**src/rtl/pwm_pkg.sv**
```systemverilog
// pwm_pkg: shared widths, FSM encoding and default prescaler ratio for the PWM controller
package pwm_pkg;
  localparam int NUM_CH      = 16;
  localparam int PWM_W       = 8;
  localparam int DEF_CLK_DIV = 3000;
  typedef enum logic {IDLE = 1'b0, RUN = 1'b1} state_e;
endpackage

```
**src/rtl/pwm_prescaler.sv**
```systemverilog
// pwm_prescaler: divides clk down to a one-cycle tick every CLK_DIV cycles while enabled
module pwm_prescaler import pwm_pkg::*; #(
  parameter int CLK_DIV = DEF_CLK_DIV
) (
  input  logic clk,
  input  logic rst_n,
  input  logic enable,
  input  logic clear,
  output logic tick
);
  localparam logic [15:0] LAST = 16'(CLK_DIV - 1);
  logic [15:0] cnt_q, cnt_d;
  // Tick on the last count, then wrap; clear dominates and parks the count at 0
  always_comb begin
    tick  = enable && !clear && cnt_q == LAST;
    cnt_d = clear ? '0 : !enable ? cnt_q : tick ? '0 : cnt_q + 16'd1;
  end
  // Prescaler count register
  always_ff @(posedge clk or negedge rst_n) begin
    if (!rst_n) cnt_q <= '0;
    else cnt_q <= cnt_d;
  end
endmodule

```
**src/rtl/pwm_controller.sv**
```systemverilog
// pwm_controller: 16-channel shared-duty PWM; define PWM_SHADOW_EN to stage config until the period boundary
module pwm_controller import pwm_pkg::*; #(
  parameter int CLK_DIV = DEF_CLK_DIV
) (
  input  logic              clk,
  input  logic              rst_n,
  input  logic [NUM_CH-1:0] en_out,
  input  logic [NUM_CH-1:0] en_pwm_mode,
  input  logic [PWM_W-1:0]  pwm_duty,
  input  logic              cfg_update,
  output logic [NUM_CH-1:0] pwm_out,
  output logic              period_start,
  output logic              cfg_pending
);
  state_e            state_q, state_d;
  logic [PWM_W-1:0]  cnt_q, cnt_d;
  logic [NUM_CH-1:0] pwm_q, pwm_d;
  logic              ps_q, ps_d;
  logic [NUM_CH-1:0] act_en, act_mode;
  logic [PWM_W-1:0]  act_duty;
  logic              pwm_any, run, tick, wrap;

  assign pwm_any = |(act_en & act_mode);
  // Counting stops in the same cycle the last PWM channel goes away, without waiting for the FSM
  assign run     = state_q == RUN && pwm_any;
  assign wrap    = tick && cnt_q == '1;

  pwm_prescaler #(.CLK_DIV(CLK_DIV)) u_prescaler (
    .clk(clk),
    .rst_n(rst_n),
    .enable(run),
    .clear(!run),
    .tick(tick)
  );

`ifdef PWM_SHADOW_EN
  logic [NUM_CH-1:0] act_en_q, act_en_d, act_mode_q, act_mode_d;
  logic [NUM_CH-1:0] stg_en_q, stg_en_d, stg_mode_q, stg_mode_d;
  logic [PWM_W-1:0]  act_duty_q, act_duty_d, stg_duty_q, stg_duty_d;
  logic              pend_q, pend_d, boundary, take_live, take_stg;

  assign boundary  = state_q == IDLE || wrap;
  assign take_live = cfg_update && boundary;
  assign take_stg  = pend_q && boundary && !cfg_update;
  // An update at a boundary goes straight to the active set; otherwise it is staged until the next wrap
  always_comb begin
    stg_en_d   = cfg_update ? en_out : stg_en_q;
    stg_mode_d = cfg_update ? en_pwm_mode : stg_mode_q;
    stg_duty_d = cfg_update ? pwm_duty : stg_duty_q;
    pend_d     = !boundary && (cfg_update || pend_q);
    act_en_d   = take_live ? en_out : take_stg ? stg_en_q : act_en_q;
    act_mode_d = take_live ? en_pwm_mode : take_stg ? stg_mode_q : act_mode_q;
    act_duty_d = take_live ? pwm_duty : take_stg ? stg_duty_q : act_duty_q;
  end
  // Staging and active configuration registers
  always_ff @(posedge clk or negedge rst_n) begin
    if (!rst_n) begin
      stg_en_q   <= '0;
      stg_mode_q <= '0;
      stg_duty_q <= '0;
      act_en_q   <= '0;
      act_mode_q <= '0;
      act_duty_q <= '0;
      pend_q     <= 1'b0;
    end else begin
      stg_en_q   <= stg_en_d;
      stg_mode_q <= stg_mode_d;
      stg_duty_q <= stg_duty_d;
      act_en_q   <= act_en_d;
      act_mode_q <= act_mode_d;
      act_duty_q <= act_duty_d;
      pend_q     <= pend_d;
    end
  end
  assign act_en      = act_en_q;
  assign act_mode    = act_mode_q;
  assign act_duty    = act_duty_q;
  assign cfg_pending = pend_q;
`else
  logic unused_cfg_update;
  assign unused_cfg_update = cfg_update;
  assign act_en            = en_out;
  assign act_mode          = en_pwm_mode;
  assign act_duty          = pwm_duty;
  assign cfg_pending       = 1'b0;
`endif

  // Next state, period counter, period marker and per-channel output decode
  always_comb begin
    state_d = pwm_any ? RUN : IDLE;
    cnt_d   = !run ? '0 : tick ? cnt_q + PWM_W'(1) : cnt_q;
    ps_d    = (state_q == IDLE && pwm_any) || wrap;
    for (int i = 0; i < NUM_CH; i++)
      pwm_d[i] = !act_en[i] ? 1'b0 : (!act_mode[i] || act_duty == '1) ? 1'b1 : cnt_q < act_duty;
  end
  // FSM, counter and registered outputs
  always_ff @(posedge clk or negedge rst_n) begin
    if (!rst_n) begin
      state_q <= IDLE;
      cnt_q   <= '0;
      pwm_q   <= '0;
      ps_q    <= 1'b0;
    end else begin
      state_q <= state_d;
      cnt_q   <= cnt_d;
      pwm_q   <= pwm_d;
      ps_q    <= ps_d;
    end
  end
  assign pwm_out      = pwm_q;
  assign period_start = ps_q;
endmodule
```
**config.mk**
```make
export PLATFORM = sky130hd
export DESIGN_NAME = pwm_controller
export DESIGN_NICKNAME = d
export VERILOG_FILES = /design/src/rtl/pwm_pkg.sv /design/src/rtl/pwm_prescaler.sv /design/src/rtl/pwm_controller.sv
export SDC_FILE = /design/constraint.sdc
export NUM_CORES = 1
export LEC_CHECK = 0
export BUFFER_PORTS_ARGS = -buffer_cell sky130_fd_sc_hd__buf_2
export CAP_MARGIN = 20
export CELL_PAD_IN_SITES_DETAIL_PLACEMENT = 1
export CELL_PAD_IN_SITES_GLOBAL_PLACEMENT = 1
export CORE_MARGIN = 8
export CORE_UTILIZATION = 35
export DETAILED_ROUTE_END_ITERATION = 7
export GPL_ROUTABILITY_DRIVEN = 0
export PLACE_DENSITY_LB_ADDON = 0.25
export SYNTH_ARGS = -nofsm -noshare
export SYNTH_HDL_FRONTEND = slang
export SYNTH_HIERARCHICAL = 1
export SYNTH_SLANG_ARGS = --single-unit
```
**constraint.sdc**
```tcl
create_clock -name clk -period 2.8 [get_ports clk]
set_input_delay 0.14 -clock clk [delete_from_list [all_inputs] [get_ports clk]]
set_output_delay 0.14 -clock clk [all_outputs]
set_load 0.1 [all_outputs]
```
==> metrics.md <==
| Metric | Value |
|---|---|
| Drt first pass iters | `4` |
| Startpoint types | `flop` |
| Min Hold Slack | `-0.009153 ns` |
| Placed Instances | `357` |
| CTS tree | `done` |
| Largest net degree at the start of global routing | `43` |
| CTS buffer count | `5` |
| Fin crit share | `82.86%` |
| EDFF count, synth | `0` |
| Async S/R FF share, synth | `100.0%` |
| Post-Syn Area | `2370 sq um` |
| Layout cells sized above 1 | `32.63%` |
| Nets | `336` |
| RSZ-0062 raised after global routing | `no` |
| Top post-synthesis cells by count | `dfrtp_1 (42), nand2_1 (14), inv_1 (13), nor2_1 (11), a21boi_2 (10)` |
| Post-CTS sizing | `0` |
| Post-Route Setup TNS | `0 ns` |
| First-pass GRT wire length | `10.56 mm` |
| Min cycle time layout | `2.320 ns` |
| Die Y | `98.29 microns` |
| Pwr dens | `603.6 nW/um^2` |
| Slew headroom | `37.81%` |
| Congestion Overflow GR | `0` |
| Worst hold path type | `in -> async` |
| Sequential area share after synthesis | `44.35%` |
| Die area | `9660 sq um` |
| Post-Layout Cell Count | `365` |
| Port-buffer cells | `58` |
| DRT iter0 DRCs | `64` |
| Yosys cell types | `57` |
| Final ANT Viol Nets | `0` |
| Synth Register Bits | `42` |
| Postcts setup bufs | `0` |
| Top_reg_cell synth | `dfrtp_1` |
| VDD IR max | `0.2352 mV` |
| Core area | `6681 sq um` |
| CP Data Required Time | `3.01 ns` |
| Crit Path Class | `reg -> reg` |
| DR vias | `2000` |
| HPWL after DPL | `4.694 mm` |
| Die W | `98.29 microns` |
| Ant. Diodes | `0` |
| Clock Skew | `0.01043 ns` |
| Pleak | `0.001318 uW` |
| Status | `finished with violations` |
| Cell row count | `30` |
| CTS root buf | `clkbuf_8` |
| CTS Sinks | `42` |
| Fin. Hold Viols | `13` |
| Main area contributors after synthesis | `dfrtp_1 (44%), a21boi_2 (4.8%), ha_1 (4.8%)` |
| Worst Path Arrival | `2.53 ns` |
| Area delta synth->final | `20.27%` |
| Max cap viols | `0` |
| WL final | `6.069 mm` |
| Syn nets | `274` |
| Residual DRC count | `0` |
| Later-pin clock latency in the skew report | `0.29 ns` |
| Final setup vio count | `0` |
| Worst-path clk slew | `0.08 ns` |
| Largest area contributor in the netlist | `dfrtp_1` |
| Max Transition Viols Final | `0` |
| Top-area cell type share of the netlist area | `44.35%` |
| Syn avg cell area | `10.67 sq um` |
| Violated checks | `negative hold slack` |
| Hold-fix buffers at CTS | `0` |
| Wire per inst | `16.63 microns` |
| H-tree Lvls | `2` |
| Clock Path Buffers | `2` |
| Initial antenna violation count | `0` |
| Total track usage | `13.12%` |
| Setup crit end kind | `flop` |
| Most common cell in the netlist | `dfrtp_1` |
| IO Count | `61` |
| Vias in the first global route | `2198` |
| Crit Path Max Fanout | `6` |
| Achievable frequency | `0.4310 GHz` |
| Starting Density | `35.47%` |
| YS warnings | `6` |
| Worst slew pin tran | `0.9328 ns` |
| R2R cell count | `7` |
| Via density | `5.479` |
| Post-Synthesis Cells | `222` |
[cell type report]
type | count | area [sq um]
tap | 80 | 100.1
clock buffer | 6 | 72.57
clock inverter | 2 | 37.54
fill | 790 | 3831
timing repair buffer | 63 | 327.8
multi-input combinational | 159 | 1212
inverter | 13 | 48.80
sequential | 42 | 1051
[cells in the final DEF (no fill, tap or decap), types with 2 or more instances in the layout]
cell,instances
xor2_1,3
nor4_1,6
and3_1,2
inv_1,13
ha_1,9
xnor2_1,5
o21ai_0,2
nand2_1,14
nand4_1,8
or4_1,2
buf_2,58
o21a_1,2
a21o_1,2
a22o_1,5
and4_2,2
a21boi_0,6
a21boi_2,10
nor2_1,11
nor3_1,5
or3_1,2
a21oi_1,2
clkbuf_8,5
o22a_1,3
nand3_1,5
buf_4,5
nor3b_1,9
nand2b_1,3
o31ai_1,2
a221oi_1,4
dfrtp_1,42
o41ai_1,2
and4_1,3
a31oi_1,7
[power by group]
group	internal [uW]	switching, uW
logic	166	265
registers	693	122
clock network	266	208
total	1130	595
[final timing paths]
| check | start | endpoint | slack (ns) |
|---|---|---|---|
| setup / recovery | u_prescaler/cnt_q[12] | cnt_q[7] | 0.48 |
| hold / removal | rst_n | u_prescaler/cnt_q[7] | -0.009 |
| setup reg to reg | u_prescaler/cnt_q[12] | cnt_q[7] | 0.48 |
| hold reg to reg | u_prescaler/cnt_q[0] | u_prescaler/cnt_q[0] | 0.54 |
| max in group asynchronous | rst_n | state_q | 2.23 |
| min in group clk | en_pwm_mode[0] | pwm_out[0] | 0.02 |
[cells by family after synthesis]
| logic type | after synthesis | synth area share [%] |
|---|---|---|
| XOR/XNOR | 8 | 2.957 |
| AND/OR/NAND/NOR | 79 | 20.01 |
| multiplexers | 1 | 0.4224 |
| AO/OA/AOI/OAI | 61 | 22.86 |
| adder cells (fa/ha/maj) | 9 | 4.752 |
| flip-flops | 42 | 44.35 |
| other | 1 | 0.1582 |
| buffers and inverters | 21 | 4.488 |
[routing by layer]
| metal | GRT usage (%) | routed length, microns |
|---|---|---|
| met4 | 3.188 | 30 |
| met5 | 0 | 0 |
| met1 | 16.15 | 2899 |
| met3 | 5.832 | 513 |
| met2 | 20.41 | 2626 |
[sequential cells by signal, indices dropped and copies added (netlist names)]
| register | cells |
|---|---|
| cnt_q | 8 |
| period_start | 1 |
| pwm_out | 16 |
| state_q | 1 |
| u_prescaler/cnt_q | 16 |
[metrics by stage]
stage | hold WS [ns] | util [%] | total power [uW] | worst slack (ns) | area, sq um
6_report | -0.009153 | 42.66 | 1720 | 0.4799 | 2850
5_1_grt | 0.01609 | 42.66 | 1822 | 0.2384 | 2850
4_1_cts | 0.01281 | 42.66 | 1742 | 0.4662 | 2850
3_5_place_dp | 0.3298 | 41.01 | 1259 | 0.4227 | 2740
3_3_place_gp | 0.3281 | 41.01 | 1245 | 0.4547 | 2740
2_1_floorplan | -0.1556 | - | 1108 | 0.5545 | 2370
[critical path, cell delays in order (launching register included)]
cell     delay, ns
dfrtp_1       0.45
nor4_1        0.38
nand4_1       0.20
nor2_1        0.40
nand4_1       0.25
nor3_1        0.29
xnor2_1       0.10
nor3b_1       0.17
Note: power is estimated with default switching activity, not from simulation.
